**src/rtl/mac_pkg.sv**
```systemverilog
// mac_pkg: shared FSM state type, array geometry and default latencies for the MAC array sequencer.
package mac_pkg;
  typedef enum logic [2:0] {IDLE, ISSUE, FLUSH, DRAIN, ZDONE} state_t;
  localparam int ARRAY_ROWS = 32;
  localparam int ARRAY_COLS = 32;
  localparam int OPERAND_W = 8;
  localparam int RESULT_W = 16;
  localparam int DEF_RD_LAT = 1;
  localparam int DEF_ARRAY_LAT = 1;
endpackage

```
**src/rtl/mac_seq_delay.sv**
```systemverilog
// mac_seq_delay: DEPTH-stage shift register aligning array controls with operand buffer read latency.
module mac_seq_delay #(
  parameter int DEPTH = 1,
  parameter int W = 2
) (
  input  logic         clk,
  input  logic         rst_n,
  input  logic [W-1:0] din,
  output logic [W-1:0] dout,
  output logic         pend
);
  logic [DEPTH-1:0][W-1:0] q;
  always_ff @(posedge clk or negedge rst_n)
    if (!rst_n) q <= '0;
    else begin
      for (int i = DEPTH - 1; i > 0; i--) q[i] <= q[i-1];
      q[0] <= din;
    end
  assign dout = q[DEPTH-1];
  // pend: something is still on its way to dout in a later cycle
  always_comb begin
    pend = |din;
    for (int i = 0; i < DEPTH - 1; i++) pend = pend | (|q[i]);
  end
endmodule

```
**src/rtl/mac_array_seq.sv**
```systemverilog
// mac_array_seq: job sequencer streaming K operand reads into the MAC array and handing the result to writeback.
module mac_array_seq
  import mac_pkg::*;
#(
  parameter int ADDR_W = 12,
  parameter int K_W = 16,
  parameter int RD_LAT = DEF_RD_LAT,
  parameter int ARRAY_LAT = DEF_ARRAY_LAT
) (
  input  logic              clk,
  input  logic              rst_n,
  input  logic              cmd_valid,
  output logic              cmd_ready,
  input  logic [K_W-1:0]    cmd_k,
  input  logic [ADDR_W-1:0] cmd_a_base,
  input  logic [ADDR_W-1:0] cmd_b_base,
  output logic              rd_en,
  output logic [ADDR_W-1:0] rd_a_addr,
  output logic [ADDR_W-1:0] rd_b_addr,
  output logic              mac_en,
  output logic              mac_clr,
  output logic              res_valid,
  input  logic              res_ready,
  output logic              busy,
  output logic              done
);
  localparam logic [3:0] FC_LAST = 4'(ARRAY_LAT - 1);
  state_t         state;
  logic [K_W-1:0] k;
  logic [K_W-1:0] cnt;
  logic [3:0]     fc;
  logic           pend;
  mac_seq_delay #(.DEPTH(RD_LAT), .W(2)) u_delay (
    .clk  (clk),
    .rst_n(rst_n),
    .din  ({rd_en, rd_en && (cnt == '0)}),
    .dout ({mac_en, mac_clr}),
    .pend (pend)
  );
  always_ff @(posedge clk or negedge rst_n)
    if (!rst_n) begin
      state     <= IDLE;
      k         <= '0;
      cnt       <= '0;
      fc        <= '0;
      rd_en     <= 1'b0;
      rd_a_addr <= '0;
      rd_b_addr <= '0;
      res_valid <= 1'b0;
      busy      <= 1'b0;
      done      <= 1'b0;
      cmd_ready <= 1'b0;
    end else
      case (state)
        IDLE: begin
          done      <= 1'b0;
          cmd_ready <= 1'b1;
          if (cmd_valid && cmd_ready) begin
            k         <= cmd_k;
            cnt       <= '0;
            fc        <= '0;
            cmd_ready <= 1'b0;
            busy      <= 1'b1;
            if (cmd_k == '0) begin
              state <= ZDONE;
              done  <= 1'b1;
            end else begin
              state     <= ISSUE;
              rd_en     <= 1'b1;
              rd_a_addr <= cmd_a_base;
              rd_b_addr <= cmd_b_base;
            end
          end
        end
        ISSUE:
          if (cnt == k - K_W'(1)) begin
            rd_en <= 1'b0;
            state <= FLUSH;
          end else begin
            cnt       <= cnt + K_W'(1);
            rd_a_addr <= rd_a_addr + ADDR_W'(1);
            rd_b_addr <= rd_b_addr + ADDR_W'(1);
          end
        // counting starts on the last mac_en cycle, once nothing is left upstream of it
        FLUSH:
          if (!pend) begin
            if (fc == FC_LAST) begin
              state     <= DRAIN;
              res_valid <= 1'b1;
            end else fc <= fc + 4'd1;
          end
        DRAIN:
          if (res_ready) begin
            state     <= IDLE;
            res_valid <= 1'b0;
            done      <= 1'b1;
            cmd_ready <= 1'b1;
            busy      <= 1'b0;
          end
        ZDONE: begin
          state     <= IDLE;
          done      <= 1'b0;
          busy      <= 1'b0;
          cmd_ready <= 1'b1;
        end
        default: state <= IDLE;
      endcase
endmodule

```
**config.mk**
```make
export PLATFORM = sky130hd
export DESIGN_NAME = mac_array_seq
export DESIGN_NICKNAME = d
export VERILOG_FILES = /design/src/rtl/mac_pkg.sv /design/src/rtl/mac_seq_delay.sv /design/src/rtl/mac_array_seq.sv
export SDC_FILE = /design/constraint.sdc
export NUM_CORES = 1
export LEC_CHECK = 0
export BUFFER_PORTS_ARGS = -buffer_cell sky130_fd_sc_hd__buf_2
export CAP_MARGIN = 20
export CELL_PAD_IN_SITES_DETAIL_PLACEMENT = 1
export CELL_PAD_IN_SITES_GLOBAL_PLACEMENT = 1
export CORE_ASPECT_RATIO = 1.5
export CORE_MARGIN = 2
export CORE_UTILIZATION = 30
export CTS_CLUSTER_SIZE = 10
export DETAILED_ROUTE_END_ITERATION = 8
export GPL_ROUTABILITY_DRIVEN = 0
export MAX_ROUTING_LAYER = met4
export PLACE_DENSITY = 0.59
export SYNTH_ARGS = -nofsm -noshare
export SYNTH_HDL_FRONTEND = slang
export SYNTH_SLANG_ARGS = --single-unit
```
**constraint.sdc**
```tcl
create_clock -name clk -period 4.8 [get_ports clk]
set_input_delay 0.24 -clock clk [delete_from_list [all_inputs] [get_ports clk]]
set_output_delay 0.24 -clock clk [all_outputs]
set_load 0.02 [all_outputs]
```
Word-level counts from Yosys, hierarchy flattened. Cells that the tools add are included.

Register bits after elaboration: 70. Logic and storage cells: 88. Input bits: 44. Output and inout port bits: 31.

$add $sub $neg: 5. Equal/unequal tests: 13. Mux-type cells: 38. Reduce and logical (&&, ||, !) cells: 20.

Operators with widths (number): $mux W12 (6); $pmux W12 S2 (2); $logic_not A16 Y1 (2); $mux W16 (2); $pmux W16 S2 (1); $add A12 B1 Y12 const B (2); $mux W3 (6); $add A16 B1 Y16 const B (1); $eq A16 B16 Y1 (1); $ne A2 B2 Y1 const B (8); $reduce_and A4 Y1 (4); $sub A16 B1 Y16 const B (1); $mux W4 (3); $pmux W3 S4 (1); $mux W1 (11); $pmux W1 S3 (3); $pmux W4 S2 (1); $eq A3 B2 Y1 const B (2); $reduce_and A3 Y1 (2); $reduce_bool A2 Y1 (3); $reduce_and A5 Y1 (1); $add A4 B1 Y4 const B (1); $logic_not A4 Y1 (1); $pmux W1 S2 (2); 7 further kinds (9).

Depth between registers and ports, before layout. Gate-level depths: netlist of the first run.

Depth after elaboration: 5. Gate-level depth with buffers: 14. Depth with buffers taken out: 10.

By module. From an unflattened synthesis of the first run, not the netlist that was laid out.

Cell total of the unflattened synthesis: 513. Area, all modules: 4374.2 um2.

By module, submodules not included: mac_array_seq (cells an instance 510, area each 4317.9 um2, instances 1, sequential area each 1701.6 um2); mac_seq_delay (cells an instance 3, area each 56.3 um2, instances 1, sequential area each 50.0 um2).

Worst setup path before layout of the first run. OpenSTA, ideal clock, no wires.

Path kind: reg2reg. From: register k[3]. To: register rd_a_addr[2]. Data arrival time: 3123 ps. Path slack: 1548 ps. Library setup time: 129 ps. Buffers on the path: 3. Period minus slack after synthesis: 3252 ps. Cell stages (with the launch flop): 12. Required time: 4671 ps. Cell sequence: dfrtp_1 buf_6 or4_4 or4_4 or4b_1 o2111ai_1 nand4_2 or2_1 buf_6 buf_8 a311oi_1 a21oi_1.

Word-level cells in the longest chain between the ends: 4.

RTL lines: start: declaration (line mac_array_seq.sv:29) `logic [K_W-1:0] k;`; start signal: assignment (line mac_array_seq.sv:59) `k <= cmd_k;`; $sub A16 B1 Y16 (line mac_array_seq.sv:76) `if (cnt == k - K_W'(1)) begin`; $eq A16 B16 Y1 (line mac_array_seq.sv:76); $ne A2 B2 Y1 (no line); $reduce_and A4 Y1 (no line); end signal: assignment (line mac_array_seq.sv:70) `rd_a_addr <= cmd_a_base;`; end signal: assignment (line mac_array_seq.sv:81) `rd_a_addr <= rd_a_addr + ADDR_W'(1);`; end: declaration (line mac_array_seq.sv:18) `output logic [ADDR_W-1:0] rd_a_addr,`.

No other way between the ends. A chain may end at the register's enable or synchronous reset.

Final worst setup path of the first run.
From: register k[3]. To: register rd_b_addr[9].

Word-level cells in the longest chain between the ends: 4.

RTL lines: $sub A16 B1 Y16 (line mac_array_seq.sv:76); $eq A16 B16 Y1 (line mac_array_seq.sv:76); $ne A2 B2 Y1 (no line); $reduce_and A4 Y1 (no line); end signal: assignment (line mac_array_seq.sv:71) `rd_b_addr <= cmd_b_base;`; end signal: assignment (line mac_array_seq.sv:82) `rd_b_addr <= rd_b_addr + ADDR_W'(1);`; end: declaration (line mac_array_seq.sv:19) `output logic [ADDR_W-1:0] rd_b_addr,`.

No other way between the ends.

==> results of run 1 <==
==> cell usage after synthesis (all sizes together), types with 2 or more instances <==
library cell / number / area, um2
nand2: 110 / 413
dfrtp: 70 / 1750
nor2: 36 / 135
clkbuf: 30 / 113
nand3: 29 / 145
o21ai: 29 / 149
a21oi: 26 / 130
nor3: 25 / 130
or4: 16 / 128
nand4: 15 / 100
a31oi: 14 / 87.6
inv: 14 / 52.6
or3: 14 / 87.6
xnor2: 11 / 96.3
xor2: 11 / 96.3
buf: 10 / 80.1
nor4: 10 / 62.6
a311oi: 9 / 78.8
mux2i: 8 / 80.1
and3: 7 / 43.8
ha: 7 / 87.6
o31ai: 7 / 52.6
a22oi: 6 / 45.0
o211ai: 6 / 45.0
nand2b: 5 / 31.3
and2: 4 / 25.0
mux2: 4 / 45.0
o2111ai: 4 / 35.0
or2: 4 / 25.0
a211oi: 3 / 22.5
o22ai: 3 / 18.8
a32oi: 2 / 17.5
and4: 2 / 17.5
nand4b: 2 / 17.5
nor2b: 2 / 12.5
nor3b: 2 / 15.0
o221a: 2 / 22.5
==> layout by cell type (no fill, tap or decap), types with 6 or more instances in the layout <==
cell and instances:
a21oi_1 26, a22oi_1 6, a311oi_1 9, a31oi_1 14
and3_1 7, buf_2 74, buf_4 8, clkbuf_16 9
dfrtp_1 70, ha_1 7, inv_1 14, mux2i_1 8
nand2_1 110, nand3_1 29, nand4_1 14, nor2_1 35
nor3_1 22, nor4_1 10, o211ai_1 6, o21ai_0 28
o31ai_1 7, or3_1 14, or4_1 14, xnor2_1 11
xor2_1 11
==> worst min-delay path: cells and delay by family <==
family | cells | cell delay (ps)
simple gates | 2 | 90
buf+inv | 1 | 90
==> per-layer routing <==
layer  vias up  GRT usage  wire length (um)
met1      2261      0.225              6420
met5         -          -                 0
met3        23     0.0247               458
met2        98      0.366              8420
li1       2173          -                 -
met4         0     0.0927               397
==> cell families after synthesis <==
| group | count (synthesis) | share of synthesized area |
|---|---|---|
| muxes | 12 | 0.0273 |
| buffers and inverters | 54 | 0.0535 |
| DFF | 70 | 0.382 |
| and+or+nand+nor | 287 | 0.311 |
| AOI/OAI and AO/OA | 117 | 0.165 |
| xor gates and xnor gates | 22 | 0.0421 |
| adders and majority gates | 7 | 0.0191 |
==> how the worst max path moves through the flow <==
stage	from	to	slack, ps
floorplan	k[3]$_DFFE_PN0P_	rd_a_addr[2]$_DFFE_PN0P_	1550
global placement	k[3]$_DFFE_PN0P_	rd_a_addr[11]$_DFFE_PN0P_	1270
detailed placement	k[3]$_DFFE_PN0P_	rd_b_addr[9]$_DFFE_PN0P_	1170
CTS	k[3]$_DFFE_PN0P_	rd_b_addr[9]$_DFFE_PN0P_	1130
global route	k[0]$_DFFE_PN0P_	cnt[0]$_DFFE_PN0P_	980
finish	k[3]$_DFFE_PN0P_	rd_b_addr[9]$_DFFE_PN0P_	1180
==> registers in the layout, indices dropped and copies added (netlist names) <==
register and flops:
fc 4, done 1, busy 1, res_valid 1, k 16, u_delay.dout 2, rd_b_addr 12, cmd_ready 1
rd_en 1, cnt 16, state 3, rd_a_addr 12
==> power by group <==
part	leakage [nW]	internal, mW	switching, mW
Sequential	0.827	0.590	0
Combinational	1.36	0.0159	0.0238
Clock	0.151	0.467	0.281
Total	2.34	1.07	0.304
==> area by class of cell <==
cell class | count | area share
clock buffer | 10 | 0.0440
clock inverter | 5 | 0.0154
inverter | 14 | 0.00968
multi-input combinational | 445 | 0.478
sequential | 70 | 0.323
tap | 199 | 0.0459
timing repair buffer | 83 | 0.0843
==> per-stage QoR <==
| step | setup slack (ps) | power, mW | instances | area [um2] |
|---|---|---|---|---|
| after CTS | 1130 | 1.40 | 825 | 5400 |
| after global placement | 1270 | 0.641 | 810 | 5080 |
| after global routing | 975 | 1.42 | 826 | 5430 |
| after detailed placement | 1170 | 0.642 | 810 | 5080 |
| after floorplan | 1550 | 0.606 | 569 | 4580 |
| final | 1180 | 1.38 | 826 | 5430 |
==> impl_metrics.tcl, run 1 <==
set metrics [dict create \
    status "complete, no violations" \
    finalCriticalPeriod_ps 3620 \
    slowest_delay_ps 610 \
    reg2regPathDepth 9 \
    die_height_um 155 \
    cts-htree-levels 3 \
    arrival_ps 3910 \
    clk_latency_ps 350 \
    ios 75 \
    hold_violations 0 \
    synth-async-reset-ratio 1.00 \
    end_kind "flop" \
    grt_pass1_vias 4871 \
    worst-setup-path-type "flop to flop" \
    fp-row-count 55 \
    num_antenna_cells 0 \
    final_util 0.362 \
    cts_tree "done" \
    dr.pass1.iters 4 \
    cp_top_family "simple AND/OR/NAND/NOR gates" \
    p_leak_nw 2.34 \
    r2r_end "rd_b_addr[9]$_DFFE_PN0P_" \
    tightest_slew_ps 1010 \
    hp-start "cmd_k[9]" \
    netlist_area_mm2 0.00458 \
    maxCapViolations 0 \
    slew_viol_final 0 \
    min_to "k[9]$_DFFE_PN0P_" \
    crit_buf_inv 1 \
    initial_core_util 0.305 \
    antenna_found_initial 0 \
    viasPerCell 5.51 \
    antenna_left 0 \
    fillers 1860 \
    critPathSlowestCell "or4_4" \
    overflow 0 \
    first_iter_violations 152 \
    yosysWarnings 0 \
    synth.yosys.seq_area_share 0.382 \
    wl_um 15700 \
    ctsHoldBuffers 0 \
    clk_pin_slew_worst_paths_ps 60 \
    timing.rr.start "k[3]$_DFFE_PN0P_" \
    cts_root_buffer "clkbuf_16" \
    drive_gt1_frac 0.183 \
    die_w_um 105 \
    final_nets 674 \
    vdd_drop_max_uv 117 \
    holdWs_ps 101 \
    postCtsSetupBuffers 0 \
    grt_pass1_wl_um 25600 \
    ys_ff_latch 70 \
    powerDensity_mw_per_mm2 254 \
    rrSetupSlack_ps 1180 \
    postSynthCellCount 569 \
    crit_cells 9 \
    maxSlewHeadroom 0.324 \
    hpwlAfterDp_um 11200 \
    grt_max_degree 71 \
    synth_edf_count 0 \
    syn_nets 620 \
    syn_avg_cell_area_um2 8.05 \
    cts-resized-gates 0 \
    synth_flop_cell "dfrtp_1" \
    cts_max_path_buffers 2 \
    core_area_mm2 0.0150 \
    wl_per_cell_um 19.0 \
    cp_common_cell "or4_4" \
    cp_max_fo 15 \
    seq_area_mm2 0.00175 \
    rsz0062_at_grt "no" \
    fmax_mhz 276 \
    setup_viol 0 \
    num_vias 4555 \
    cts_made_buffers 9 \
    multi_input_area_mm2 0.00260 \
    finalCritPeriodShare 0.754 \
    yosys.cell_types.count 56 \
    io_buffers 74 \
    die_area_mm2 0.0163 \
    start_kind "flop" \
    track_usage 0.204 \
    crit_required_ps 5090 \
    cp_cell_sequence "or4_4, or4_4, or4b_1, o2111ai_1, nand4_2, nor2_2, buf_4, mux2_2, nand2_1" \
    tns_ps 0 \
    drc 0 \
    finClkSkew_ps 10.8 \
    area_growth_pct 18.5 \
    whs_path_depth 3 \
    worst_hold_path_type "input port to flop" \
    numClockSinks 70 \
]
Note: power is estimated with default switching activity, not from simulation.
==> inputs of run 2 (changes only) <==
- clock period: 4.8 -> 3.5 ns (I/O delays scaled with it)
==> impl_metrics.tcl, run 2 (synthesized netlist as in run 1, its figures left out) <==
set metrics [dict create \
    fp-row-count 55 \
    cts-htree-levels 3 \
    p_int_mw 1.52 \
    cts_made_buffers 9 \
    finalCriticalPeriod_ps 3310 \
    tightest_slew_ps 774 \
    num_vias 4569 \
    critPathSlowestCell "or4_4" \
    hp-start "cmd_k[9]" \
    hold_violations 0 \
    drc 0 \
    powerDensity_mw_per_mm2 347 \
    core_area_mm2 0.0150 \
    worst-setup-path-type "flop to flop" \
    final_common_cell "nand2_1" \
    crit_buf_inv 1 \
    biggestRegsByFlops "cnt x16, k x16" \
    io_buffers 74 \
    wl_um 15600 \
    die_height_um 155 \
    tns_ps 0 \
    grt_pass1_wl_um 26100 \
    clk_pin_slew_worst_paths_ps 60 \
    final_nets 692 \
    numClockSinks 70 \
    die_w_um 105 \
    swShare 0.215 \
    maxSlewHeadroom 0.484 \
    antenna_found_initial 0 \
    timing.rr.start "k[5]$_DFFE_PN0P_" \
    whs_path_depth 3 \
    maxCapViolations 0 \
    grt_max_degree 35 \
    slowest_delay_ps 540 \
    arrival_ps 3550 \
    setup_viol 0 \
    antenna_left 0 \
    num_antenna_cells 0 \
    initial_core_util 0.305 \
    track_usage 0.208 \
    worst_hold_path_type "input port to flop" \
    fin_cells 844 \
    viasPerCell 5.41 \
    vdd_drop_max_uv 214 \
    cts_max_path_buffers 2 \
    seq_power_share 0.416 \
    drive_gt1_frac 0.208 \
    area_growth_pct 22.1 \
    dpl.cell_count 828 \
    cp_common_cell "or4_4" \
    slew_viol_final 0 \
    clk_latency_ps 350 \
    layout_common_cells "nand2_1 (110), buf_2 (74), dfrtp_1 (70), nor2_1 (35), nand3_1 (29)" \
    ios 75 \
    first_iter_violations 160 \
    crit_required_ps 3740 \
    status "complete, no violations" \
    cp_cell_sequence "or4_4, or4_4, or4b_1, o2111ai_1, nand4_2, nor2_2, buf_4, o21ai_2, o221a_2" \
    netSwitchingPower_uw 418 \
    start_kind "flop" \
    end_kind "flop" \
    die_area_mm2 0.0163 \
    cp_max_fo 12 \
    fin_ws_ps 191 \
    p_leak_nw 2.44 \
    rsz0062_at_grt "no" \
    hpwlAfterDp_um 11700 \
    placed_cell_area_mm2 0.00524 \
    finalCritPeriodShare 0.945 \
    finClkSkew_ps 10.5 \
    cp_top_family "simple AND/OR/NAND/NOR gates" \
    startpoint "k[5]$_DFFE_PN0P_" \
    design_area_mm2 0.00559 \
    cts_tree "done" \
    reg2regPathDepth 9 \
    cts_root_buffer "clkbuf_16" \
    power.share.clock 0.554 \
    dr.pass1.iters 4 \
    preCtsSetupSlack_ps 110 \
    fmax_mhz 302 \
    grt_pass1_vias 4919 \
    p_comb_frac 0.029 \
    wl_per_cell_um 18.5 \
    crit_cells 9 \
    overflow 0 \
]
[run 2: per-stage QoR]
stage,power [mW],utilization,hold slack [ps]
floorplan,0.832,-,-121
global placement,0.880,0.349,303
detailed placement,0.882,0.349,304
CTS,1.97,0.372,21.6
global route,2.00,0.373,54.0
finish,1.94,0.373,36.6
[run 2: final timing paths]
check | end | slack, ps
setup / recovery | rd_b_addr[1]$_DFFE_PN0P_ | 190
hold / removal | k[9]$_DFFE_PN0P_ | 40
setup reg to reg | rd_b_addr[1]$_DFFE_PN0P_ | 190
hold reg to reg | u_delay.dout[1]$_DFF_PN0_ | 470
max in group asynchronous | fc[1]$_DFFE_PN0P_ | 2110
min in group asynchronous | rd_a_addr[11]$_DFFE_PN0P_ | 450
[run 2: metal layers]
metal  wire length (um)  track usage
met1               6640        0.239
met2               8330        0.374
met3                354       0.0247
met4                271       0.0730
met5                  0            -
[run 2: power groups by stage]
stage	clock, mW	combinational, mW	sequential, mW
after floorplan	0	0.00726	0.824
after global placement	0	0.0562	0.824
after detailed placement	0	0.0581	0.824
after CTS	1.10	0.0591	0.809
after global routing	1.13	0.0649	0.809
final	1.08	0.0565	0.809
[run 2: repair_timing]
item | in CTS | in global routing
hold buffers | 1 | 0
endpoints found under the setup margin | 0 | 10
gates resized for setup | 0 | 4
endpoints found under the hold margin | 28 | 0
setup buffers | 0 | 0
[run 2: area by class of cell]
class                   count  area, um2
clock buffers               9        225
clock inverters             6        111
fillers                  1876       9410
inverters                  14       52.6
multi-input cells         445       2600
flip-flops and latches     70       1750
well taps                 199        249
repair buffers            101        601
[run 2: worst register-to-register path: stages (launching register included)]
cell,delay (ps)
dfrtp_1,430
or4_4,540
or4_4,530
or4b_1,510
o2111ai_1,120
nand4_2,160
nor2_2,220
buf_4,160
o21ai_2,180
o221a_2,340
==> inputs of run 3 (changes only) <==
- CELL_PAD_IN_SITES_DETAIL_PLACEMENT: 1 -> default
- CELL_PAD_IN_SITES_GLOBAL_PLACEMENT: 1 -> default
- PLACE_DENSITY: 0.59 -> 0.46
==> impl_metrics.tcl, run 3 (synthesized netlist as in run 1, its figures left out) <==
set metrics [dict create \
    placed_cell_area_mm2 0.00520 \
    fmax_mhz 303 \
    worst-setup-path-type "flop to flop" \
    drive_gt1_frac 0.199 \
    postCtsSetupBuffers 0 \
    hold_violations 0 \
    finClkSkew_ps 8.14 \
    wl_per_cell_um 17.4 \
    track_usage 0.189 \
    critPathSlowestCell "or4_4" \
    initial_core_util 0.305 \
    cts_root_buffer "clkbuf_16" \
    cts-htree-levels 3 \
    maxCapViolations 0 \
    wl_um 14600 \
    start_kind "flop" \
    finalCritPeriodShare 0.942 \
    grtUsageMet1 0.223 \
    die_area_mm2 0.0163 \
    rsz0062_at_grt "no" \
    hp-start "cmd_k[13]" \
    powerDensity_mw_per_mm2 336 \
    hpwlAfterDp_um 10700 \
    first_iter_violations 223 \
    cts_max_path_buffers 2 \
    cts_made_buffers 9 \
    grt_pass1_vias 4501 \
    reg2regPathDepth 8 \
    vdd_drop_max_uv 249 \
    numClockSinks 70 \
    fp-row-count 55 \
    whs_path_depth 3 \
    layout_common_cells "nand2_1 (110), buf_2 (74), dfrtp_1 (70), nor2_1 (35), nand3_1 (29)" \
    drc 0 \
    ios 75 \
    cp_common_cell "or4_4" \
    cp_cell_sequence "or4_4, or4_4, or4b_1, o2111ai_1, nand4_2, or2_1, nand2_1, o221a_2" \
    clk_pin_slew_worst_paths_ps 60 \
    slew_viol_final 0 \
    rrSetupSlack_ps 200 \
    grt_max_degree 46 \
    viasPerCell 5.41 \
    maxSlewHeadroom 0.459 \
    timing.rr.start "k[5]$_DFFE_PN0P_" \
    design_area_mm2 0.00552 \
    io_buffers 74 \
    dr.pass1.iters 4 \
    worst_hold_path_type "input port to flop" \
    tns_ps 0 \
    setup_viol 0 \
    r2r_end "rd_a_addr[1]$_DFFE_PN0P_" \
    tightest_slew_ps 809 \
    die_height_um 155 \
    overflow 0 \
    antenna_left 0 \
    use_met3 0.0281 \
    grt-busiest-layer "met2" \
    antenna_found_initial 0 \
    num_vias 4553 \
    end_kind "flop" \
    grt_pass1_wl_um 23700 \
    arrival_ps 3570 \
    final_nets 688 \
    cp_max_fo 10 \
    area_growth_pct 20.6 \
    final_common_cell "nand2_1" \
    status "complete, no violations" \
    crit_required_ps 3780 \
    die_w_um 105 \
    p_leak_nw 2.41 \
    slowest_delay_ps 540 \
    grt_use_met2 0.327 \
    core_area_mm2 0.0150 \
    finalCriticalPeriod_ps 3300 \
    min_to "k[13]$_DFFE_PN0P_" \
    cts_tree "done" \
    clk_latency_ps 340 \
    biggestRegsByFlops "cnt x16, k x16" \
    num_antenna_cells 0 \
]
[run 3: worst max-delay path: cells and delay by family, from the launching register on]
kind | cells | cell delay, ps
AND/OR/NAND/NOR | 6 | 2460
AO/OA/AOI/OAI | 2 | 340
flip-flops | 1 | 440
[run 3: per-layer routing]
layer  routed length, um  vias to the layer above  part of all wire
li1                    -                     2210                 -
met1                6240                     2219              0.43
met2                7590                      108              0.52
met3                 476                       16             0.033
met4                 335                        0             0.023
met5                   0                        -                 0
[run 3: worst max path at each step]
| stage | from | endpoint | slack (ps) |
|---|---|---|---|
| 2_1_floorplan | k[3]$_DFFE_PN0P_ | rd_a_addr[2]$_DFFE_PN0P_ | 250 |
| 3_3_place_gp | k[5]$_DFFE_PN0P_ | rd_b_addr[1]$_DFFE_PN0P_ | 300 |
| 3_5_place_dp | k[5]$_DFFE_PN0P_ | rd_b_addr[2]$_DFFE_PN0P_ | 230 |
| 4_1_cts | k[5]$_DFFE_PN0P_ | cnt[0]$_DFFE_PN0P_ | 230 |
| 5_1_grt | k[1]$_DFFE_PN0P_ | rd_a_addr[9]$_DFFE_PN0P_ | 50 |
| 6_report | k[5]$_DFFE_PN0P_ | rd_a_addr[1]$_DFFE_PN0P_ | 200 |
[run 3: stage by stage]
step	util	power [mW]	hold slack, ps	worst slack, ps	instances
2_1_floorplan	-	0.832	-121	248	569
3_3_place_gp	0.346	0.879	234	304	824
3_5_place_dp	0.346	0.879	236	228	824
4_1_cts	0.368	1.88	44.3	231	841
5_1_grt	0.368	1.92	62.4	53.6	841
6_report	0.368	1.86	48.6	203	841
[run 3: what timing repair did]
action,in CTS,in global routing
gates resized for setup,0,0
hold buffers,1,0
hold endpoints to repair,25,0
[run 3: power breakdown]
group,internal [mW],leakage [nW],switching (mW)
registers,0.809,0.827,0
clock network,0.623,0.152,0.372
logic,0.0225,1.43,0.0313
[run 3: area by class of cell]
| class | instances | area (um2) |
|---|---|---|
| tap | 199 | 249 |
| clock buffer | 10 | 229 |
| inverter | 14 | 52.6 |
| sequential | 70 | 1750 |
| multi-input combinational | 445 | 2600 |
| fill | 1631 | 9480 |
| clock inverter | 6 | 86.3 |
| timing repair buffer | 97 | 558 |
